### config.mk
export PLATFORM = sky130hd
export DESIGN_NAME = fetcher
export DESIGN_NICKNAME = d
export VERILOG_FILES = /design/src/rtl/fetcher.sv
export SDC_FILE = /design/constraint.sdc
export NUM_CORES = 1
export LEC_CHECK = 0
export CORE_MARGIN = 2
export CORE_UTILIZATION = 51
export CTS_CLUSTER_SIZE = 8
export DETAILED_ROUTE_END_ITERATION = 12
export PLACE_DENSITY = 0.82
export SYNTH_ARGS = -nofsm -noshare
export SYNTH_HDL_FRONTEND = slang
export SYNTH_SLANG_ARGS = --single-unit
### constraint.sdc
create_clock -name clk -period 4.5 [get_ports clk]
set_input_delay 0.675 -clock clk [delete_from_list [all_inputs] [get_ports clk]]
set_output_delay 0.675 -clock clk [all_outputs]
set_load 0.01 [all_outputs]
### src/rtl/fetcher.sv
// rtl/fetcher.sv - instruction fetch stage: PC, icache request, branch decode, IQ push
module fetcher #(
  parameter int              XLEN     = 32,
  parameter logic [XLEN-1:0] RESET_PC = '0
) (
  input  logic            clk,
  input  logic            rst,
  input  logic            rdy,
  output logic            fet_icache_req,
  output logic [XLEN-1:0] fet_icache_addr,
  input  logic            icache_ready,
  input  logic [31:0]     icache_inst,
  output logic [XLEN-1:0] fet_inst_addr,
  input  logic            bp_pred,
  input  logic            iq_full,
  output logic            fet_iq_valid,
  output logic [31:0]     fet_iq_inst,
  output logic [XLEN-1:0] fet_iq_addr,
  output logic            fet_iq_pred_jump,
  output logic [XLEN-1:0] fet_iq_pred_addr,
  input  logic            rob_flush,
  input  logic [XLEN-1:0] rob_flush_pc
);

  localparam logic [6:0] OP_JAL  = 7'b1101111;
  localparam logic [6:0] OP_BR   = 7'b1100011;
  localparam logic [6:0] OP_JALR = 7'b1100111;

  // FETCH issues requests; WAIT_JALR stalls until the ROB resolves the indirect target.
  typedef enum logic {
    S_FETCH     = 1'b0,
    S_WAIT_JALR = 1'b1
  } state_e;

  state_e          state_q, state_d;
  logic [XLEN-1:0] pc_q, pc_d;
  logic            iq_valid_q, iq_valid_d;
  logic [31:0]     iq_inst_q, iq_inst_d;
  logic [XLEN-1:0] iq_addr_q, iq_addr_d;
  logic            iq_jump_q, iq_jump_d;
  logic [XLEN-1:0] iq_pred_q, iq_pred_d;

  logic [6:0]      opcode;
  logic [XLEN-1:0] imm_j;
  logic [XLEN-1:0] imm_b;
  logic [XLEN-1:0] pc_plus4;
  logic [XLEN-1:0] dec_next;
  logic            dec_jump;
  logic            dec_is_jalr;
  logic            accept;

  // Request is suppressed during a flush so the redirect cycle never consumes a word.
  assign fet_icache_req  = rdy & (state_q == S_FETCH) & ~iq_full & ~rob_flush;
  assign fet_icache_addr = pc_q;
  assign fet_inst_addr   = pc_q;
  assign accept          = fet_icache_req & icache_ready;

  // Registered push; valid is gated while frozen so the IQ sees each entry exactly once.
  assign fet_iq_valid     = iq_valid_q & rdy;
  assign fet_iq_inst      = iq_inst_q;
  assign fet_iq_addr      = iq_addr_q;
  assign fet_iq_pred_jump = iq_jump_q;
  assign fet_iq_pred_addr = iq_pred_q;

  assign opcode   = icache_inst[6:0];
  assign imm_j    = {{(XLEN-21){icache_inst[31]}}, icache_inst[31], icache_inst[19:12],
                     icache_inst[20], icache_inst[30:21], 1'b0};
  assign imm_b    = {{(XLEN-13){icache_inst[31]}}, icache_inst[31], icache_inst[7],
                     icache_inst[30:25], icache_inst[11:8], 1'b0};
  assign pc_plus4 = pc_q + XLEN'(4);

  // Control-flow decode of the returned word; bp_pred already refers to pc via fet_inst_addr.
  always_comb begin
    dec_next    = pc_plus4;
    dec_jump    = 1'b0;
    dec_is_jalr = 1'b0;
    unique case (opcode)
      OP_JAL: begin
        dec_next = pc_q + imm_j;
        dec_jump = 1'b1;
      end
      OP_BR: begin
        if (bp_pred) begin
          dec_next = pc_q + imm_b;
          dec_jump = 1'b1;
        end
      end
      OP_JALR: begin
        dec_is_jalr = 1'b1;
      end
      default: begin
        dec_next = pc_plus4;
      end
    endcase
  end

  // Next-state: flush dominates, then accept; everything holds while rdy is low.
  always_comb begin
    state_d    = state_q;
    pc_d       = pc_q;
    iq_valid_d = iq_valid_q;
    iq_inst_d  = iq_inst_q;
    iq_addr_d  = iq_addr_q;
    iq_jump_d  = iq_jump_q;
    iq_pred_d  = iq_pred_q;
    if (rdy) begin
      if (rob_flush) begin
        pc_d       = rob_flush_pc;
        state_d    = S_FETCH;
        iq_valid_d = 1'b0;
      end else if (accept) begin
        pc_d       = dec_next;
        iq_valid_d = 1'b1;
        iq_inst_d  = icache_inst;
        iq_addr_d  = pc_q;
        iq_jump_d  = dec_jump;
        iq_pred_d  = dec_next;
        if (dec_is_jalr) begin
          state_d = S_WAIT_JALR;
        end
      end else begin
        iq_valid_d = 1'b0;
      end
    end
  end

  // State and push registers.
  always_ff @(posedge clk or posedge rst) begin
    if (rst) begin
      state_q    <= S_FETCH;
      pc_q       <= RESET_PC;
      iq_valid_q <= 1'b0;
      iq_inst_q  <= '0;
      iq_addr_q  <= '0;
      iq_jump_q  <= 1'b0;
      iq_pred_q  <= '0;
    end else begin
      state_q    <= state_d;
      pc_q       <= pc_d;
      iq_valid_q <= iq_valid_d;
      iq_inst_q  <= iq_inst_d;
      iq_addr_q  <= iq_addr_d;
      iq_jump_q  <= iq_jump_d;
      iq_pred_q  <= iq_pred_d;
    end
  end

endmodule

==> key figures, run 1 <==
Floorplan
  – IO Pins: 234
  – Die height: 139.4 um
  – Chip width: 139.4 um
  – Initial Util: 52.06%
  – Row count: 49
  – Die Area: 19440 sq um
  – Core area: 17960 sq um

CTS
  – Worst-path clk slew: 0.06 ns
  – Root Buffer: clkbuf_16
  – TritonCTS clock tree: yes
  – Clock Sink Count: 130
  – Hold_buf cts: 0
  – Clock buffer count from CTS: 17
  – H-tree Lvls: 4
  – # resized after CTS: 0
  – Deepest clock path buffer count: 2
  – Post-CTS Setup Bufs: 0
  – Clk_lat worst skew: 0.43 ns

STA
  – Hold Slack: 0.4750 ns
  – Fin crit share: 81.50%
  – Slew @ Worst Pin: 1.213 ns
  – Max Freq: 272.7 MHz
  – RSZ-0062 raised after global routing: no
  – Max-slew headroom: 19.05%
  – Final setup vio count: 0
  – Final hold vios: 0
  – Clk_skew: 0.01035 ns
  – Fin crit period: 3.668 ns
  – Fin. max-slew vios: 0
  – Final setup TNS: 0 ns

Setup path
  – Slowest cell on the critical path: clkdlybuf4s50_1
  – CP arrival: 3.94 ns
  – Worst Path Class, Setup: input port to flop
  – Required time of the worst setup path: 4.77 ns
  – Reg2reg end: fet_iq_pred_addr[25]
  – Critical R2R Launch: fet_icache_addr[2]
  – Reg-to-reg slack, setup: 0.94 ns
  – Critical Path Max Stage Delay: 0.55 ns
  – Reg2Reg Depth: 11
  – Crit path max fanout: 7
  – Crit path capture type: flop
  – Critical Path, Cell by Cell: clkdlybuf4s50_1 -> ha_1 -> inv_1 -> fa_1 -> nor2b_1 -> o2111ai_1 -> a211oi_1 -> or2_1 -> a21o_1 -> or2b_2 -> a32oi_1 -> and4b_1 -> o21ai_0
  – Startpoint Class: input port

Synthesis
  – Synth warn: 0
  – Count of unique library cells instantiated by Yosys: 82
  – Mapped Cells: 1165
  – Post-synthesis sequential area ratio: 34.79%
  – Asr flop ratio synth: 100.0%
  – Mean Syn Cell Area: 8.027 sq um
  – Synth Cell Area: 9351 sq um
  – Net Count, Synth: 1282
  – Seq cells post-synth: 130
  – Post-synth EDFFs: 0
  – Main synth FF type: dfrtp_1

Place
  – Final GP Congestion: 0.9666
  – Port-buffer cells: 233
  – HPWL after detailed placement: 24080 um
  – Area after DPL: 11610 sq um

Routing
  – Initial DRC Count: 704
  – DRC viols: 0
  – Routed vias/inst: 6.021
  – Avg WL per Cell: 20.64 um
  – Vias: 9561
  – DRT antenna net count: 0
  – Final WL: 32780 um
  – Drt pass-1 iters: 7

Cells and area
  – Nets: 1463
  – Layout area overhead: 30.56%
  – Number of diodes: 0
  – Share of layout cells above drive strength 1: 6.549%
  – Post-route cell area: 12210 sq um
  – Fillers: 1519

GRT
  – Largest net degree at the start of global routing: 102
  – First-pass GRT wire length: 51300 um
  – Grt total ovfl: 0
  – Vias in the first global route: 9442
  – Initial antenna violation count: 0
  – Gr usage total: 33.27%

Min path
  – Hold Path End: fet_iq_addr[15]
  – Worst hold path class: flop to flop
  – Hold Crit Depth: 2
  – Hold path startpoint: fet_iq_addr[15]

Run
  – Total of max-cap violations: 0

Status
  – Status: finished, final reports clean

Power and ir drop
  – Worst vdd ir: 318.8 uV
  – Leakage power: 5.313 nW
  – Pwr dens: 453.1 nW/um^2
==> cell usage in the layout (no fill, tap or decap), types with 21 or more instances in the layout <==
cell             count
nor2_1              81
nand2_1            286
a21oi_1             70
or3_1               21
clkdlybuf4s50_1    233
buf_4               24
xor2_1              23
xnor2_1             35
ha_1                44
o21ai_0             77
dfrtp_1            130
==> synth_stat cells (15+ instances only) <==
library cell  number  area, sq um
nor3_1            18        90.09
a21o_1            15        112.6
inv_1             21        78.83
dfrtp_1          130         3253
xor2_1            23        201.4
xnor2_1           35        306.5
o21ai_0           77        385.4
a211oi_1          20        150.1
ha_1              44        550.5
nor2_1            81        304.0
a21oi_1           70        350.3
o21a_1            15        112.6
clkbuf_1          46        172.7
buf_4             35        262.8
nand2_1          287         1077
or3_1             21        131.4
nand3_1           20        100.1
==> how the worst max path moves through the flow <==
stage	depth (start not counted)	startpoint	end	slack [ns]
floorplan	1	rst	fet_icache_addr[0]	0.36
global placement	10	icache_inst[31]	fet_icache_addr[23]	0.54
detailed placement	12	icache_inst[31]	fet_iq_pred_addr[24]	0.49
CTS	10	icache_inst[31]	fet_iq_pred_addr[23]	0.92
global route	12	icache_inst[31]	fet_iq_pred_addr[24]	0.56
finish	13	icache_inst[8]	fet_iq_pred_addr[25]	0.83
==> report_power, final <==
part           total (mW)  leakage, nW  internal (mW)  switching [mW]
Sequential           1.67         1.54           1.42           0.257
Combinational        2.42         3.49           1.15            1.27
Clock                1.44        0.285          0.836           0.600
==> through the flow <==
step	setup slack, ns	instances	utilization (%)	total power [mW]
after global placement	0.5368	1556	64.61	4.029
after floorplan	0.3557	1165	-	3.025
after global routing	0.5563	1588	67.97	5.815
after detailed placement	0.4853	1556	64.61	4.063
final	0.8324	1588	67.97	5.532
after CTS	0.9162	1588	67.97	5.517
==> critical path, delay by kind of cell <==
| kind | cells | cell delay [ns] |
|---|---|---|
| AO/OA/AOI/OAI | 5 | 1.13 |
| AND/OR/NAND/NOR | 4 | 0.91 |
| adder cells (fa/ha/maj) | 2 | 0.61 |
| buffers and inverters | 2 | 0.60 |
==> sequential cells by signal, summed over array words and instances (netlist names) <==
register          count
fet_icache_addr      32
fet_iq_addr          32
fet_iq_inst          32
fet_iq_pred_addr     31
fet_iq_pred_jump      1
iq_valid_q            1
state_q               1
==> per-layer routing <==
layer | global-route usage, % | up-vias | wire length (um)
li1 | - | 4439 | -
met1 | 38.63 | 4528 | 12580
met2 | 58.00 | 463 | 16140
met3 | 6.435 | 131 | 2281
met4 | 17.92 | 0 | 1776
met5 | 0 | - | 0
==> kinds of logic after synthesis <==
family          count (synthesis)  synth area share (%)
simple gates                  498                 23.74
compound gates                304                 21.39
flops                         130                 34.79
buf+inv                       117                 7.024
xor+xnor                       58                 5.432
fa+ha+maj                      46                 6.315
mux                            12                 1.311
==> area by class of cell <==
cell class	count	area, sq um	area share, %
clock buffer	18	429.2	3.515
clock inverter	14	173.9	1.424
inverter	21	83.83	0.6866
multi-input combinational	918	5450	44.64
sequential	130	3253	26.64
tap	229	286.5	2.347
timing repair buffer	258	2532	20.74
(Power assumes the default switching activity.)
==> run 2: changes to the inputs <==
- CORE_UTILIZATION: 51 -> 46
- PLACE_DENSITY: 0.82 -> 0.78
- clock period: 4.5 -> 3.3 ns (I/O delays scaled with it)
==> key figures, run 2 (synthesis gave the netlist of run 1 again) <==
STA
  – Worst setup margin: 0.1272 ns
  – Final setup vio count: 0
  – RSZ-0062 raised after global routing: no
  – Fin. max-slew vios: 0
  – Max Freq: 315.2 MHz
  – Final hold vios: 0
  – Slew @ Worst Pin: 0.7455 ns
  – Max-slew headroom: 50.20%
  – Fin crit share: 96.15%
  – Clk_skew: 0.01125 ns
  – Fin crit period: 3.173 ns

Setup path
  – Critical Path, Cell by Cell: clkdlybuf4s50_1 -> ha_1 -> inv_1 -> fa_1 -> nor2b_2 -> o2111ai_2 -> a211oi_2 -> buf_4 -> or2_1 -> a21o_1 -> buf_4 -> o21a_1 -> or4_1 -> o21ai_1 -> a21oi_1
  – Required time of the worst setup path: 3.60 ns
  – Crit path max fanout: 6
  – Critical path's top delay family: compound AO/OA/AOI/OAI gates
  – Critical path's most frequent cell: buf_4
  – Crit path capture type: flop
  – Slowest cell on the critical path: or4_1
  – Critical path buffers and inverters: 4
  – Startpoint Class: input port
  – Worst Path Class, Setup: input port to flop
  – CP arrival: 3.48 ns
  – Crit path from: icache_inst[8]
  – Critical R2R Launch: fet_icache_addr[1]
  – Critical Path Max Stage Delay: 0.48 ns

Routing
  – Avg WL per Cell: 19.53 um
  – Final WL: 35340 um
  – Drt pass-1 iters: 6
  – Routed vias/inst: 5.713
  – DRT antenna net count: 0
  – DRC viols: 0
  – Vias: 10.34k
  – Initial DRC Count: 847

CTS
  – Clock buffer count from CTS: 17
  – Hold_buf cts: 0
  – TritonCTS clock tree: yes
  – Deepest clock path buffer count: 2
  – Clk_lat worst skew: 0.44 ns
  – Worst-path clk slew: 0.07 ns
  – Post-CTS Setup Bufs: 0
  – Root Buffer: clkbuf_16
  – # resized after CTS: 0
  – H-tree Lvls: 4
  – Clock Sink Count: 130

Cells and area
  – Most common cell after layout, fill and taps aside: nand2_1
  – Share of layout cells above drive strength 1: 18.19%
  – Nets: 1643
  – Layout area overhead: 45.89%
  – Commonest cells after routing, fill and taps aside: nand2_1, clkdlybuf4s50_1, buf_4, dfrtp_1, nor2_1
  – Number of diodes: 0
  – Final Core Density: 67.86%

Floorplan
  – Row count: 52
  – IO Pins: 234
  – Die Area: 21490 sq um
  – Initial Util: 46.51%
  – Chip width: 146.6 um
  – Core area: 20100 sq um
  – Die height: 146.6 um

GRT
  – Initial antenna violation count: 0
  – Largest net degree at the start of global routing: 54
  – First-pass GRT wire length: 55340 um
  – Gr usage total: 32.59%
  – Grt total ovfl: 0
  – Vias in the first global route: 10.50k

Min path
  – Hold path startpoint: fet_iq_addr[20]
  – Worst hold path class: flop to flop

Place
  – Final GP Congestion: 0.9523
  – HPWL after detailed placement: 27300 um
  – Port-buffer cells: 233
  – Pre-CTS setup slack: -0.3751 ns

Power and ir drop
  – Worst vdd ir: 483.9 uV
  – Total power: 8.037 mW
  – Pwr dens: 589.1 nW/um^2
  – Leakage power: 6.187 nW

Run
  – Total of max-cap violations: 0

Status
  – Status: finished, final reports clean
[run 2: metal layers]
metal	vias to the layer above	global-route usage [%]	routed length, um
li1	4785	-	-
met1	4908	36.75	13280
met2	508	56.62	17320
met3	134	7.000	2444
met4	0	19.42	2290
met5	-	0	0
[run 2: worst reg2reg max path: stages (launching register included)]
cell	delay, ns
dfrtp_1	0.43
ha_1	0.24
inv_1	0.08
fa_1	0.23
nor2b_2	0.07
o2111ai_2	0.20
a211oi_2	0.10
buf_4	0.15
or2_1	0.25
a21o_1	0.18
buf_4	0.16
o21a_1	0.19
or4_1	0.48
o21ai_1	0.14
a21oi_1	0.09
[run 2: worst paths after layout]
check / end / slack [ns] / cells after the start
max in group asynchronous: fet_iq_pred_addr[27] / 2.01 / 3
min reg2reg: fet_iq_addr[20] / 0.47 / 2
min in group asynchronous: fet_iq_pred_addr[20] / 0.54 / 2
max: fet_icache_addr[23] / 0.13 / 15
max reg2reg: fet_icache_addr[23] / 0.19 / 14
min: fet_iq_addr[20] / 0.47 / 2
[run 2: final cells by class]
class                   instances  area (sq um)
clock inverters                15         142.6
clock buffers                  17         425.4
repair buffers                438          3909
well taps                     270         337.8
flip-flops and latches        130          3253
fillers                      1629          6461
inverters                      21         82.58
multi-input cells             918          5493
[run 2: power by group]
group / leakage, nW / switching [mW] / internal [mW]
Combinational: 4.37 / 1.95 / 2.00
Clock: 0.276 / 0.873 / 0.999
Sequential: 1.54 / 0.280 / 1.93
[run 2: per-stage QoR]
stage / cell area [sq um] / std cells / TNS, ns / hold slack (ns)
4_1_cts: 13600 / 1809 / 0 / 0.4790
5_1_grt: 13640 / 1809 / 0 / 0.4957
6_report: 13640 / 1809 / 0 / 0.4735
3_3_place_gp: 13030 / 1777 / -5.371 / 0.4574
3_5_place_dp: 13030 / 1777 / -7.175 / 0.4619
2_1_floorplan: 9355 / 1165 / 0 / 0.4798
